### src/rtl/vending_machine_if.sv
// Coin-acceptor / dispenser bundle for vending_machine.
// The master drives deposits and selections; the slave returns item and change pulses.
interface vending_machine_if;
  logic [7:0] amount;
  logic [2:0] selection;
  logic [4:0] change_nickels;
  logic [3:0] change_dimes;
  logic [1:0] change_quarters;
  logic       change_dollar;
  logic [2:0] item_dispensed;

  modport master (
    output amount,
    output selection,
    input  change_nickels,
    input  change_dimes,
    input  change_quarters,
    input  change_dollar,
    input  item_dispensed
  );

  modport slave (
    input  amount,
    input  selection,
    output change_nickels,
    output change_dimes,
    output change_quarters,
    output change_dollar,
    output item_dispensed
  );
endinterface

### src/rtl/vending_machine.sv
// Coin-credit vending controller: accumulates credit, vends, pays greedy change.
// Optional COIN_RETURN_EN turns selection 7 into a coin-return request.
module vending_machine (
  input logic             clock,
  input logic             reset,
  vending_machine_if.slave bus
);

  typedef struct packed {
    logic       dollar;
    logic [1:0] quarters;
    logic [3:0] dimes;
    logic [4:0] nickels;
  } change_t;

  localparam logic [8:0] CREDIT_MAX = 9'd250;

  function automatic logic coin_ok(input logic [7:0] a);
    coin_ok = ((a % 8'd5) == 8'd0);
  endfunction

  function automatic logic [7:0] price_of(input logic [2:0] sel);
    case (sel)
      3'd1:    price_of = 8'd50;
      3'd2:    price_of = 8'd65;
      3'd3:    price_of = 8'd75;
      3'd4:    price_of = 8'd85;
      3'd5:    price_of = 8'd100;
      3'd6:    price_of = 8'd120;
      3'd7:    price_of = 8'd150;
      default: price_of = 8'd0;
    endcase
  endfunction

  // Largest coins first; dollar capped at 1, quarters at 3, dimes at 15.
  function automatic change_t greedy(input logic [9:0] cents);
    logic [9:0] rem;
    logic [9:0] dimes;
    change_t    res;
    res = '0;
    rem = cents;
    if (rem >= 10'd100) begin
      res.dollar = 1'b1;
      rem        = rem - 10'd100;
    end else begin
      res.dollar = 1'b0;
    end
    if (rem >= 10'd75) begin
      res.quarters = 2'd3;
      rem          = rem - 10'd75;
    end else if (rem >= 10'd50) begin
      res.quarters = 2'd2;
      rem          = rem - 10'd50;
    end else if (rem >= 10'd25) begin
      res.quarters = 2'd1;
      rem          = rem - 10'd25;
    end else begin
      res.quarters = 2'd0;
    end
    dimes = rem / 10'd10;
    if (dimes > 10'd15) begin
      dimes = 10'd15;
    end else begin
      dimes = dimes;
    end
    rem         = rem - (dimes * 10'd10);
    res.dimes   = 4'(dimes);
    res.nickels = 5'(rem / 10'd5);
    greedy      = res;
  endfunction

  logic [7:0] w_deposit;
  logic [9:0] w_sum;
  logic [7:0] w_price;
  logic       w_coin_return;
  logic       w_vend;
  logic [9:0] w_change_cents;
  logic [2:0] w_item_next;
  logic [8:0] w_credit_next;
  change_t    w_change;

  logic [8:0] r_credit;
  logic [2:0] r_item;
  change_t    r_change;

  // Next-credit, dispense and change decision for this cycle's inputs.
  always_comb begin
    w_deposit      = coin_ok(bus.amount) ? bus.amount : 8'd0;
    w_sum          = {1'b0, r_credit} + {2'b00, w_deposit};
    w_price        = price_of(bus.selection);
`ifdef COIN_RETURN_EN
    w_coin_return  = (bus.selection == 3'd7);
`else
    w_coin_return  = 1'b0;
`endif
    w_vend         = (bus.selection != 3'd0) && !w_coin_return &&
                     (w_sum >= {2'b00, w_price});
    w_change_cents = 10'd0;
    w_item_next    = 3'd0;
    w_credit_next  = r_credit;
    if (w_coin_return) begin
      w_change_cents = w_sum;
      w_item_next    = 3'd0;
      w_credit_next  = 9'd0;
    end else if (w_vend) begin
      w_change_cents = w_sum - {2'b00, w_price};
      w_item_next    = bus.selection;
      w_credit_next  = 9'd0;
    end else begin
      w_change_cents = 10'd0;
      w_item_next    = 3'd0;
      // Deposits beyond the credit ceiling are forfeited.
      w_credit_next  = (w_sum > {1'b0, CREDIT_MAX}) ? CREDIT_MAX : w_sum[8:0];
    end
    w_change = greedy(w_change_cents);
  end

  // Credit and output pulse registers; reset discards the cycle's inputs.
  always_ff @(posedge clock) begin
    if (reset) begin
      r_credit <= 9'd0;
      r_item   <= 3'd0;
      r_change <= '0;
    end else begin
      r_credit <= w_credit_next;
      r_item   <= w_item_next;
      r_change <= w_change;
    end
  end

  assign bus.item_dispensed  = r_item;
  assign bus.change_dollar   = r_change.dollar;
  assign bus.change_quarters = r_change.quarters;
  assign bus.change_dimes    = r_change.dimes;
  assign bus.change_nickels  = r_change.nickels;

endmodule

### src/flat_wrapper.sv
// flat-port wrapper written by rule: the top's interface ports become plain ports
module vending_machine_flat 
  (clock, reset, bus_amount, bus_selection, bus_change_nickels, bus_change_dimes, bus_change_quarters, bus_change_dollar, bus_item_dispensed);
  vending_machine_if bus_i ();
  input logic clock;
  input logic reset;
  input wire logic [$bits(bus_i.amount)-1:0] bus_amount;
  input wire logic [$bits(bus_i.selection)-1:0] bus_selection;
  output wire logic [$bits(bus_i.change_nickels)-1:0] bus_change_nickels;
  output wire logic [$bits(bus_i.change_dimes)-1:0] bus_change_dimes;
  output wire logic [$bits(bus_i.change_quarters)-1:0] bus_change_quarters;
  output wire logic [$bits(bus_i.change_dollar)-1:0] bus_change_dollar;
  output wire logic [$bits(bus_i.item_dispensed)-1:0] bus_item_dispensed;
  assign bus_i.amount = bus_amount;
  assign bus_i.selection = bus_selection;
  assign bus_change_nickels = bus_i.change_nickels;
  assign bus_change_dimes = bus_i.change_dimes;
  assign bus_change_quarters = bus_i.change_quarters;
  assign bus_change_dollar = bus_i.change_dollar;
  assign bus_item_dispensed = bus_i.item_dispensed;
  vending_machine u_core (.clock(clock), .reset(reset), .bus(bus_i));
endmodule
### config.mk
export PLATFORM = sky130hd
export DESIGN_NAME = vending_machine_flat
export DESIGN_NICKNAME = d
export VERILOG_FILES = /design/src/rtl/vending_machine_if.sv /design/src/rtl/vending_machine.sv /design/src/flat_wrapper.sv
export SDC_FILE = /design/constraint.sdc
export NUM_CORES = 1
export LEC_CHECK = 0
export BUFFER_PORTS_ARGS = -buffer_cell sky130_fd_sc_hd__buf_2
export CAP_MARGIN = 20
export CORE_AREA = 3 3 144 111
export CTS_CLUSTER_DIAMETER = 60
export DETAILED_ROUTE_END_ITERATION = 16
export DIE_AREA = 0 0 147 114
export HOLD_SLACK_MARGIN = 0.1
export MAX_ROUTING_LAYER = met4
export PLACE_DENSITY_LB_ADDON = 0.05
export SLEW_MARGIN = 0
export SYNTH_ARGS = -nofsm -noshare
export SYNTH_HDL_FRONTEND = slang
export SYNTH_SLANG_ARGS = --single-unit
### constraint.sdc
create_clock -name clock -period 22.1 [get_ports clock]
set_input_delay 2.21 -clock clock [delete_from_list [all_inputs] [get_ports clock]]
set_output_delay 2.21 -clock clock [all_outputs]
set_load 0.02 [all_outputs]
### Word level (Yosys, flattened, before mapping)

Cells that the tools add are included.

| storage, ports and cells | value |
|---|---|
| bits in registers | 24 |
| bits of input ports | 13 |
| output and inout port bits | 15 |
| word-level logic and storage cells | 52 |

| operators by class | value |
|---|---|
| multiplexer cells | 13 |
| multiply operators | 1 |
| $lt $le $gt $ge | 7 |
| bitwise operators | 1 |
| reductions and logical operators | 6 |
| equal/unequal tests | 7 |
| div/mod/pow operators | 3 |
| $add $sub $neg | 7 |

Operator list:

| operator | count |
|---|---|
| 2-to-1 mux 10 bit | 6 |
| case mux 8 bit (7 select lines) | 1 |
| >= comparator 10 x 7 -> 1 bit, second input constant | 2 |
| subtractor 10 x 7 -> 10 bit, second input constant | 2 |
| 2-to-1 mux 8 bit | 2 |
| equality test 3 bit, second input constant | 4 |
| adder 9 x 8 -> 10 bit | 1 |
| divider 10 x 3 -> 10 bit, second input constant | 1 |
| divider 10 x 4 -> 10 bit, second input constant | 1 |
| >= comparator 10 x 5 -> 1 bit, second input constant | 1 |
| >= comparator 10 x 6 -> 1 bit, second input constant | 1 |
| >= comparator 10 x 8 -> 1 bit | 1 |
| greater-than comparator 10 x 4 -> 1 bit, second input constant | 1 |
| greater-than comparator 10 x 8 -> 1 bit, second input constant | 1 |
| multiplier 10 x 3 -> 9 bit, second input constant | 1 |
| subtractor 10 bit | 1 |
| subtractor 10 x 5 -> 10 bit, second input constant | 1 |
| subtractor 10 x 6 -> 10 bit, second input constant | 1 |
| subtractor 10 x 8 -> 10 bit | 1 |
| logical NOT 8 bit | 1 |
| remainder unit 8 x 3 -> 8 bit, second input constant | 1 |
| equality test 3 x 2 -> 1 bit, second input constant | 2 |
| 2-to-1 mux 2 bit | 2 |
| OR reduction 2 bit | 2 |
| other kinds (6) | 7 |

### Logic depth before layout (Yosys ltp)

Gate-level depths: netlist of run 1.

| depth | value |
|---|---|
| depth in word-level cells | 19 |
| gate-level depth with buffers | 84 |
| mapped depth without buffers | 79 |

### Worst setup path before layout of run 1

Ideal clock, no wire load.

| path | value |
|---|---|
| kind | input port to flip-flop |
| start point | input bus_amount[2] |
| end point | register u_core.r_change, in the netlist u_core.bus.change_nickels[0] |
| stages on the path | 80 |
| path buffers | 6 |
| path slack | 4.972 ns |
| data arrival time | 17.002 ns |
| required time | 21.974 ns |
| setup time | 0.126 ns |
| cell sequence | clkbuf_1 > nand3_1 > o21ai_0 > a22oi_1 > nand3_1 > o21ai_0 > nand2_1 > inv_1 > ha_1 > o21a_1 > nor2_1 > o21ai_0 > a22o_1 > nand2_1 > o31ai_1 > o2111a_1 > and2_1 > ha_1 > (+44 left out) > a21o_1 > a21o_1 > a21o_1 > a21oi_1 > xnor2_1 > or4_1 > o41ai_2 > or4_1 > o221ai_1 > o21ai_1 > a211oi_1 > a211oi_1 > o41a_1 > ha_1 > o21ai_0 > a32oi_1 > a311oi_1 > o22ai_1 |

RTL lines:

| element | RTL line | RTL |
|---|---|---|
| from (decl) | flat_wrapper.sv:7 | `input wire logic [$bits(bus_i.amount)-1:0] bus_amount;` |
| to (signal assigned) | vending_machine.sv:127 | `r_change <= w_change;` |
| to (decl) | vending_machine.sv:84 | `change_t r_change;` |

==> run summary, run 1 <==
FFs w/ async S/R, synth: 0
WP data arrival: 19.92 ns
CTS Buf Count: 3
gpl congestion: 0.880
Max Slew Vio Count: 0
Yosys reg bits: 24
IO Pins: 28
share of layout cells above drive strength 1: 0.0948
Max Buffers Root-to-Sink: 2
RSZ-0062 raised after global routing: no
# port buffers: 27
nets: 886
H-tree depth: 1
Vias per Instance: 6.01
worst-path maximum fanout: 14
M1 WL: 9640 µm
post-route setup TNS: 0 ns
Mapped Area: 5820 µm²
Max Used Layer: met4
overflow left after global routing: 0
outcome: finished, final reports clean
DP Worst Slack: 2.39 ns
critical path data required time: 22.25 ns
# DRC: 0
Post-CTS Resized: 0
Clk pin slew, worst setup/hold paths: 0.07 ns
Post-synth EDFFs: 0
area of placed instances: 6050 µm²
via count: 6144
Synth Flop Type: dfxtp_1
Die Ht: 114 µm
total wire length: 17400 µm
Starting Density: 0.400
Worst R2R Start: u_core.r_credit[0]$_SDFF_PP0_
clk sinks: 24
worst skew pair latency: 0.27 ns
Finished Cell Area: 6150 µm²
Final WS setup: 2.33 ns
highest clock rate: 0.0506 GHz
Post-CTS Hold Buffers: 0
critical path class: in2reg
Finish-stage setup viols: 0
worst setup path start: bus_amount[2]
sequential area share after synthesis: 0.0825
Mapped Cells: 823
Ys Warns: 0
root buffer cell: clkbuf_16
iteration count of the initial detailed-routing pass: 7
first-pass GRT wire length: 28600 µm
worst-margin pin slew: 1.02 ns
Worst setup EP type: flop
TritonCTS clock tree: built
# Max-Cap Violations: 0
post-route insts no fill: 1023
Final ANT Viol Nets: 0
initial antenna violation count: 0
Most common cell on crit path: ha_1
Fin Clk Skew: 0.00279 ns
CP max stage delay: 0.68 ns
Die Area: 16800 µm²
worst rel slew slack: 0.315
CP startpoint kind: primary input
Filler cells: 1511
Tcrit/Tclk final: 0.895
HP Class: reg2reg
P&R area growth vs syn: 5.67%
Met2 Wirelength: 6720 µm
die width: 147 µm
post-layout minimum cycle time: 19.77 ns
met3 wire length: 820 µm
Core Area: 14500 µm²
Core Rows: 38
largest net degree at the start of global routing: 19
setup bufs post-CTS: 0
DP HPWL: 13800 µm
distinct cell type count after synthesis: 101
Slowest-stage cell, CP: o41ai_4
gr usage total: 0.209
number of global-route vias before repair: 5453
Reg area: 480 µm²
Placed Instances: 1019
worst hold start: u_core.r_credit[0]$_SDFF_PP0_
DRT iter0 DRCs: 415
Synth Area per Inst: 7.07 µm²
Diodes inserted: 0
endpoints failing hold: 0
Wirelength per Cell: 17.0 µm
Multi-input gate area: 4990 µm²
[synth_stat cells, types with 19 or more instances]
library cell  number  share of area
nand2_1           71          0.046
nor2_1            70          0.045
a21oi_1           52          0.045
o21ai_0           52          0.045
ha_1              45          0.097
inv_1             41          0.026
xnor2_1           37          0.056
nand3_1           31          0.027
dfxtp_1           24          0.083
clkbuf_1          21          0.014
nand2b_1          20          0.021
nor3_1            20          0.017
and2_1            19          0.020
[state kept, by name, indices dropped and copies added (netlist names)]
register                    flops
u_core.bus.change_dimes         4
u_core.bus.item_dispensed       3
u_core.bus.change_nickels       5
u_core.bus.change_quarters      2
u_core.r_credit                 9
u_core.bus.change_dollar        1
[cells by family (layout without fill, tap and decap cells)]
| family | count (synthesis) | after routing | share of synthesized area |
|---|---|---|---|
| and+or+nand+nor | 314 | 314 | 0.283 |
| AOI/OAI and AO/OA | 288 | 288 | 0.359 |
| buffers and inverters | 84 | 79 | 0.0643 |
| xor gates and xnor gates | 56 | 56 | 0.0868 |
| adders and majority gates | 50 | 50 | 0.112 |
| DFF | 24 | 24 | 0.0825 |
| muxes | 6 | 6 | 0.0112 |
| other | 1 | 6 | 0.000644 |
[cell usage in the layout, fill, tap and decap left out, types with 24 or more instances in the layout]
cell,n
nor2_1,70
o21ai_0,52
inv_1,41
buf_2,27
xnor2_1,37
nand3_1,31
a21oi_1,52
nand2_1,71
ha_1,45
dfxtp_1,24
[metal layers]
layer | up-vias | track usage
li1 | 3081 | -
met1 | 2859 | 0.341
met2 | 193 | 0.273
met3 | 11 | 0.0111
met4 | 0 | 0.0459
met5 | - | -
[final timing paths]
| path | to | slack (ns) | cells after the start |
|---|---|---|---|
| max | u_core.bus.change_nickels[0]$_SDFF_PP0_ | 2.33 | 77 |
| min | u_core.r_credit[0]$_SDFF_PP0_ | 0.63 | 3 |
| max reg2reg | u_core.bus.change_nickels[0]$_SDFF_PP0_ | 6.50 | 57 |
| min reg2reg | u_core.r_credit[0]$_SDFF_PP0_ | 0.63 | 3 |
[final cells by class]
cell class	instances	area share
multi-input combinational	720	0.810
sequential	24	0.0781
tap	200	0.0407
timing repair buffer	31	0.0268
inverter	44	0.0268
clock buffer	3	0.0122
clock inverter	1	0.00488
[through the flow]
stage / hold slack (ns) / utilization
6_report: 0.625 / 0.423
3_5_place_dp: 0.618 / 0.416
3_3_place_gp: 0.618 / 0.416
4_1_cts: 0.636 / 0.423
2_1_floorplan: 0.569 / -
5_1_grt: 0.695 / 0.423
[worst max-delay path, delay by kind of cell]
family | cells | cell delay, ns
adders and majority gates | 10 | 3.14
and+or+nand+nor | 22 | 4.89
xor gates and xnor gates | 4 | 0.96
AOI/OAI and AO/OA | 34 | 7.87
buffers and inverters | 7 | 0.81
Power of run 1 is left out: the tool's default activity adds up to more than one toggle a clock period on the data nets, which glitch-free logic cannot reach.
==> inputs of run 2 (changes only) <==
MAX_ROUTING_LAYER = unset   (was met4)
==> run 2 against run 1 <==
Register-to-register slack hardly changed. First-iteration DRC count rose by 17%. Die area is the same. Clock skew grew 0.0010 ns. Global-route usage decreased by 0.61 points. Count of clock-buffer cells in the layout did not move. Flip-flop and latch count stayed put. Via count rose by 1.4%. Critical path depth unchanged. Cell count stayed put. Largest cell class unchanged.
==> run summary, run 2 (synthesis gave the netlist of run 1 again) <==
outcome: finished, final reports clean (unchanged)
Final Util: 0.423 (unchanged)
initial antenna violation count: 0 (unchanged)
worst skew pair latency: 0.27 ns (about the same)
gr usage total: 0.203 (was 0.209)
HP Class: reg2reg (unchanged)
overflow left after global routing: 0 (unchanged)
worst hold start: u_core.r_credit[0]$_SDFF_PP0_ (unchanged)
# Max-Cap Violations: 0 (unchanged)
max reg flops: 9 (unchanged)
Hold WS: 0.625 ns (about the same)
Diodes inserted: 0 (unchanged)
Clk pin slew, worst setup/hold paths: 0.07 ns (about the same)
DP HPWL: 13800 µm (unchanged)
Finish-stage setup viols: 0 (unchanged)
Max Slew Vio Count: 0 (unchanged)
iteration count of the initial detailed-routing pass: 5 (was 7)
highest-count cells in the layout ignoring fill and taps: nand2_1, nor2_1, o21ai_0, a21oi_1, ha_1 (unchanged)
nets: 886 (unchanged)
worst-path maximum fanout: 14 (unchanged)
via count: 6227 (was 6144)
Post-CTS Hold Buffers: 0 (unchanged)
Starting Density: 0.400 (unchanged)
highest clock rate: 0.0505 GHz (was 0.0506 GHz)
Fin Clk Skew: 0.00380 ns (was 0.00279 ns)
worst rel slew slack: 0.313 (was 0.315)
total wire length: 17400 µm (about the same)
# port buffers: 27 (unchanged)
worst-margin pin slew: 1.02 ns (about the same)
critical path class: in2reg (unchanged)
Die Ht: 114 µm (unchanged)
DRT iter0 DRCs: 487 (was 415)
post-route setup TNS: 0 ns (unchanged)
Core Rows: 38 (unchanged)
die width: 147 µm (unchanged)
gpl congestion: 0.866 (was 0.880)
most flop-heavy register: u_core.r_credit (unchanged)
CP max stage delay: 0.68 ns (about the same)
post-route insts no fill: 1023 (unchanged)
Worst R2R Start: u_core.r_credit[0]$_SDFF_PP0_ (unchanged)
commonest non-fill, non-tap cell in the layout: nand2_1 (unchanged)
first-pass GRT wire length: 28600 µm (about the same)
H-tree depth: 1 (unchanged)
Final ANT Viol Nets: 0 (unchanged)
Die Area: 16800 µm² (unchanged)
endpoints failing hold: 0 (unchanged)
RSZ-0062 raised after global routing: no (unchanged)
largest net degree at the start of global routing: 19 (unchanged)
Slowest-stage cell, CP: o41ai_4 (unchanged)
Tcrit/Tclk final: 0.895 (about the same)
Wirelength per Cell: 17.0 µm (about the same)
Most common cell on crit path: ha_1 (unchanged)
# DRC: 0 (unchanged)
IO Pins: 28 (unchanged)
setup bufs post-CTS: 0 (unchanged)
share of layout cells above drive strength 1: 0.0948 (unchanged)
WP data arrival: 19.93 ns (was 19.92 ns)
CP startpoint kind: primary input (unchanged)
critical path data required time: 22.25 ns (about the same)
TritonCTS clock tree: built (unchanged)
Core Area: 14500 µm² (unchanged)
post-layout minimum cycle time: 19.79 ns (was 19.77 ns)
CTS Buf Count: 3 (unchanged)
Max Buffers Root-to-Sink: 2 (unchanged)
clk sinks: 24 (unchanged)
P&R area growth vs syn: 5.67% (unchanged)
Placed Instances: 1019 (unchanged)
Vias per Instance: 6.09 (was 6.01)
Worst setup EP type: flop (unchanged)
worst setup path start: bus_amount[2] (unchanged)
Post-CTS Resized: 0 (unchanged)
number of global-route vias before repair: 5452 (was 5453)
root buffer cell: clkbuf_16 (unchanged)
==> run 2: metrics by stage <==
| step | setup slack, ns | instance area [µm²] |
|---|---|---|
| floorplan | 4.97 | 5840 |
| global placement | 2.72 | 6050 |
| detailed placement | 2.39 | 6050 |
| CTS | 2.65 | 6150 |
| global route | 0.762 | 6150 |
| finish | 2.31 | 6150 |
==> run 2: worst paths after layout <==
kind | slack, ns | to | cells after the start
setup / recovery | 2.31 | u_core.bus.change_nickels[0]$_SDFF_PP0_ | 77
hold / removal | 0.63 | u_core.r_credit[0]$_SDFF_PP0_ | 3
setup reg to reg | 6.50 | u_core.bus.change_nickels[0]$_SDFF_PP0_ | 57
hold reg to reg | 0.63 | u_core.r_credit[0]$_SDFF_PP0_ | 3
==> run 2: layout make-up <==
type / instances / area, µm²
fill: 1511 / 8400
clock buffer: 3 / 75.1
inverter: 44 / 165
sequential: 24 / 480
timing repair buffer: 31 / 165
clock inverter: 1 / 30.0
tap: 200 / 250
multi-input combinational: 720 / 4990
==> run 2: layer usage <==
layer  part of all wire  GRT usage
met1               0.55      0.341
met2               0.39      0.273
met3              0.050     0.0111
met4             0.0070     0.0459
met5                  0          0
==> run 2: critical path: cells and delay by family <==
| family | cells | cell delay (ns) |
|---|---|---|
| buffers and inverters | 7 | 0.81 |
| XOR/XNOR | 4 | 0.98 |
| AO/OA/AOI/OAI | 34 | 7.87 |
| AND/OR/NAND/NOR | 22 | 4.91 |
| adder cells (fa/ha/maj) | 10 | 3.14 |
Power of run 2 is left out for the same reason.
==> inputs of run 3 (changes only) <==
CORE_AREA = 2 2 143 110   (was 3 3 144 111)
DIE_AREA = 0 0 145 112   (was 0 0 147 114)
PLACE_DENSITY_LB_ADDON = unset   (was 0.05)
==> run 3 against run 2 <==
Global-route usage is 0.97 points lower. Largest cell class unchanged. Register-to-register slack better by 0.25 ns. Hold slack better by 0.045 ns. Utilization is 1.0 points lower. Highest routed layer unchanged. Critical endpoint unchanged. Critical path type unchanged.
==> run summary, run 3 (synthesis gave the netlist of run 1 again) <==
via count: 6197 (was 6227)
Core Rows: 39 (was 38)
RSZ-0062 raised after global routing: no (unchanged)
Finish-stage setup viols: 0 (unchanged)
highest clock rate: 0.0514 GHz (was 0.0505 GHz)
Core Area: 14900 µm² (was 14500 µm²)
Final Util: 0.413 (was 0.423)
iteration count of the initial detailed-routing pass: 7 (was 5)
Most common cell on crit path: ha_1 (unchanged)
max reg flops: 9 (unchanged)
worst rel slew slack: 0.335 (was 0.313)
gpl congestion: 0.913 (was 0.866)
outcome: finished, final reports clean (unchanged)
setup bufs post-CTS: 0 (unchanged)
TritonCTS clock tree: built (unchanged)
endpoints failing hold: 0 (unchanged)
Diodes inserted: 0 (unchanged)
overflow left after global routing: 0 (unchanged)
worst-path maximum fanout: 14 (unchanged)
critical path class: in2reg (unchanged)
Hold Crit Depth: 3 (unchanged)
Starting Density: 0.391 (was 0.400)
DRT iter0 DRCs: 661 (was 487)
DP HPWL: 12600 µm (was 13800 µm)
Vias per Instance: 6.03 (was 6.09)
Tcrit/Tclk final: 0.880 (was 0.895)
Final ANT Viol Nets: 0 (unchanged)
worst-margin pin slew: 0.990 ns (was 1.02 ns)
Die Ht: 112 µm (was 114 µm)
Post-CTS Resized: 0 (unchanged)
P&R area growth vs syn: 5.50% (was 5.67%)
HP Class: reg2reg (unchanged)
largest net degree at the start of global routing: 19 (unchanged)
Max Slew Vio Count: 0 (unchanged)
CTS Buf Count: 3 (unchanged)
number of global-route vias before repair: 5384 (was 5452)
Hold WS: 0.671 ns (was 0.625 ns)
gr usage total: 0.193 (was 0.203)
Max Buffers Root-to-Sink: 2 (unchanged)
H-tree depth: 1 (unchanged)
Wirelength per Cell: 15.7 µm (was 17.0 µm)
worst skew pair latency: 0.27 ns (about the same)
# Max-Cap Violations: 0 (unchanged)
IO Pins: 28 (unchanged)
# DRC: 0 (unchanged)
commonest non-fill, non-tap cell in the layout: nand2_1 (unchanged)
Worst setup EP type: flop (unchanged)
Die Area: 16200 µm² (was 16800 µm²)
critical path data required time: 22.25 ns (about the same)
Fin Clk Skew: 0.00376 ns (was 0.00380 ns)
root buffer cell: clkbuf_16 (unchanged)
share of layout cells above drive strength 1: 0.0948 (unchanged)
post-route setup TNS: 0 ns (unchanged)
Slowest-stage cell, CP: o41ai_4 (unchanged)
initial antenna violation count: 0 (unchanged)
post-layout minimum cycle time: 19.44 ns (was 19.79 ns)
die width: 145 µm (was 147 µm)
CP max stage delay: 0.66 ns (was 0.68 ns)
nets: 886 (unchanged)
CP startpoint kind: primary input (unchanged)
total wire length: 16100 µm (was 17400 µm)
WP data arrival: 19.59 ns (was 19.93 ns)
most flop-heavy register: u_core.r_credit (unchanged)
first-pass GRT wire length: 26900 µm (was 28600 µm)
# port buffers: 27 (unchanged)
clk sinks: 24 (unchanged)
highest-count cells in the layout ignoring fill and taps: nand2_1, nor2_1, o21ai_0, a21oi_1, ha_1 (unchanged)
Post-CTS Hold Buffers: 0 (unchanged)
R2R depth: 57 (unchanged)
Clk pin slew, worst setup/hold paths: 0.07 ns (about the same)
==> run 3: changes by cell type in the layout (fill, tap and decap cells not counted) <==
cell / before / now
bufinv_16: 1 / 0
clkbuf_8: 0 / 1
==> run 3: layout make-up <==
cell class,count,area [µm²]
clock buffers,4,88.8
flip-flops and latches,24,480
repair buffers,31,165
multi-input cells,720,4990
well taps,205,256
fillers,1522,8740
inverters,44,165
==> run 3: worst paths after layout <==
check	slack, ns	to	from
setup / recovery	2.66	u_core.bus.change_nickels[0]$_SDFF_PP0_	bus_amount[4]
hold / removal	0.67	u_core.r_credit[0]$_SDFF_PP0_	u_core.r_credit[0]$_SDFF_PP0_
setup reg to reg	6.75	u_core.bus.change_nickels[0]$_SDFF_PP0_	u_core.r_credit[0]$_SDFF_PP0_
hold reg to reg	0.67	u_core.r_credit[0]$_SDFF_PP0_	u_core.r_credit[0]$_SDFF_PP0_
==> run 3: metrics by stage <==
stage | instances | worst slack [ns] | area [µm²]
after floorplan | 828 | 4.97 | 5840
after global placement | 1024 | 2.75 | 6050
after detailed placement | 1024 | 2.61 | 6050
after CTS | 1028 | 2.86 | 6140
after global routing | 1028 | 1.29 | 6140
final | 1028 | 2.66 | 6140
==> run 3: per-layer routing <==
metal  share of wire  vias to the layer above  track usage
met2            0.40                      213        0.274
li1                -                     3081            -
met3           0.060                        7       0.0180
met1            0.54                     2896        0.312
met4          0.0076                        0       0.0330
met5               0                        -            0
==> run 3: critical path: cells and delay by family <==
family,cells,cell delay (ns)
buf+inv,9,1.15
fa+ha+maj,10,3.10
mux,1,0.45
simple gates,17,3.62
compound gates,34,8.00
xor+xnor,4,0.98
Power of run 3 is left out for the same reason.
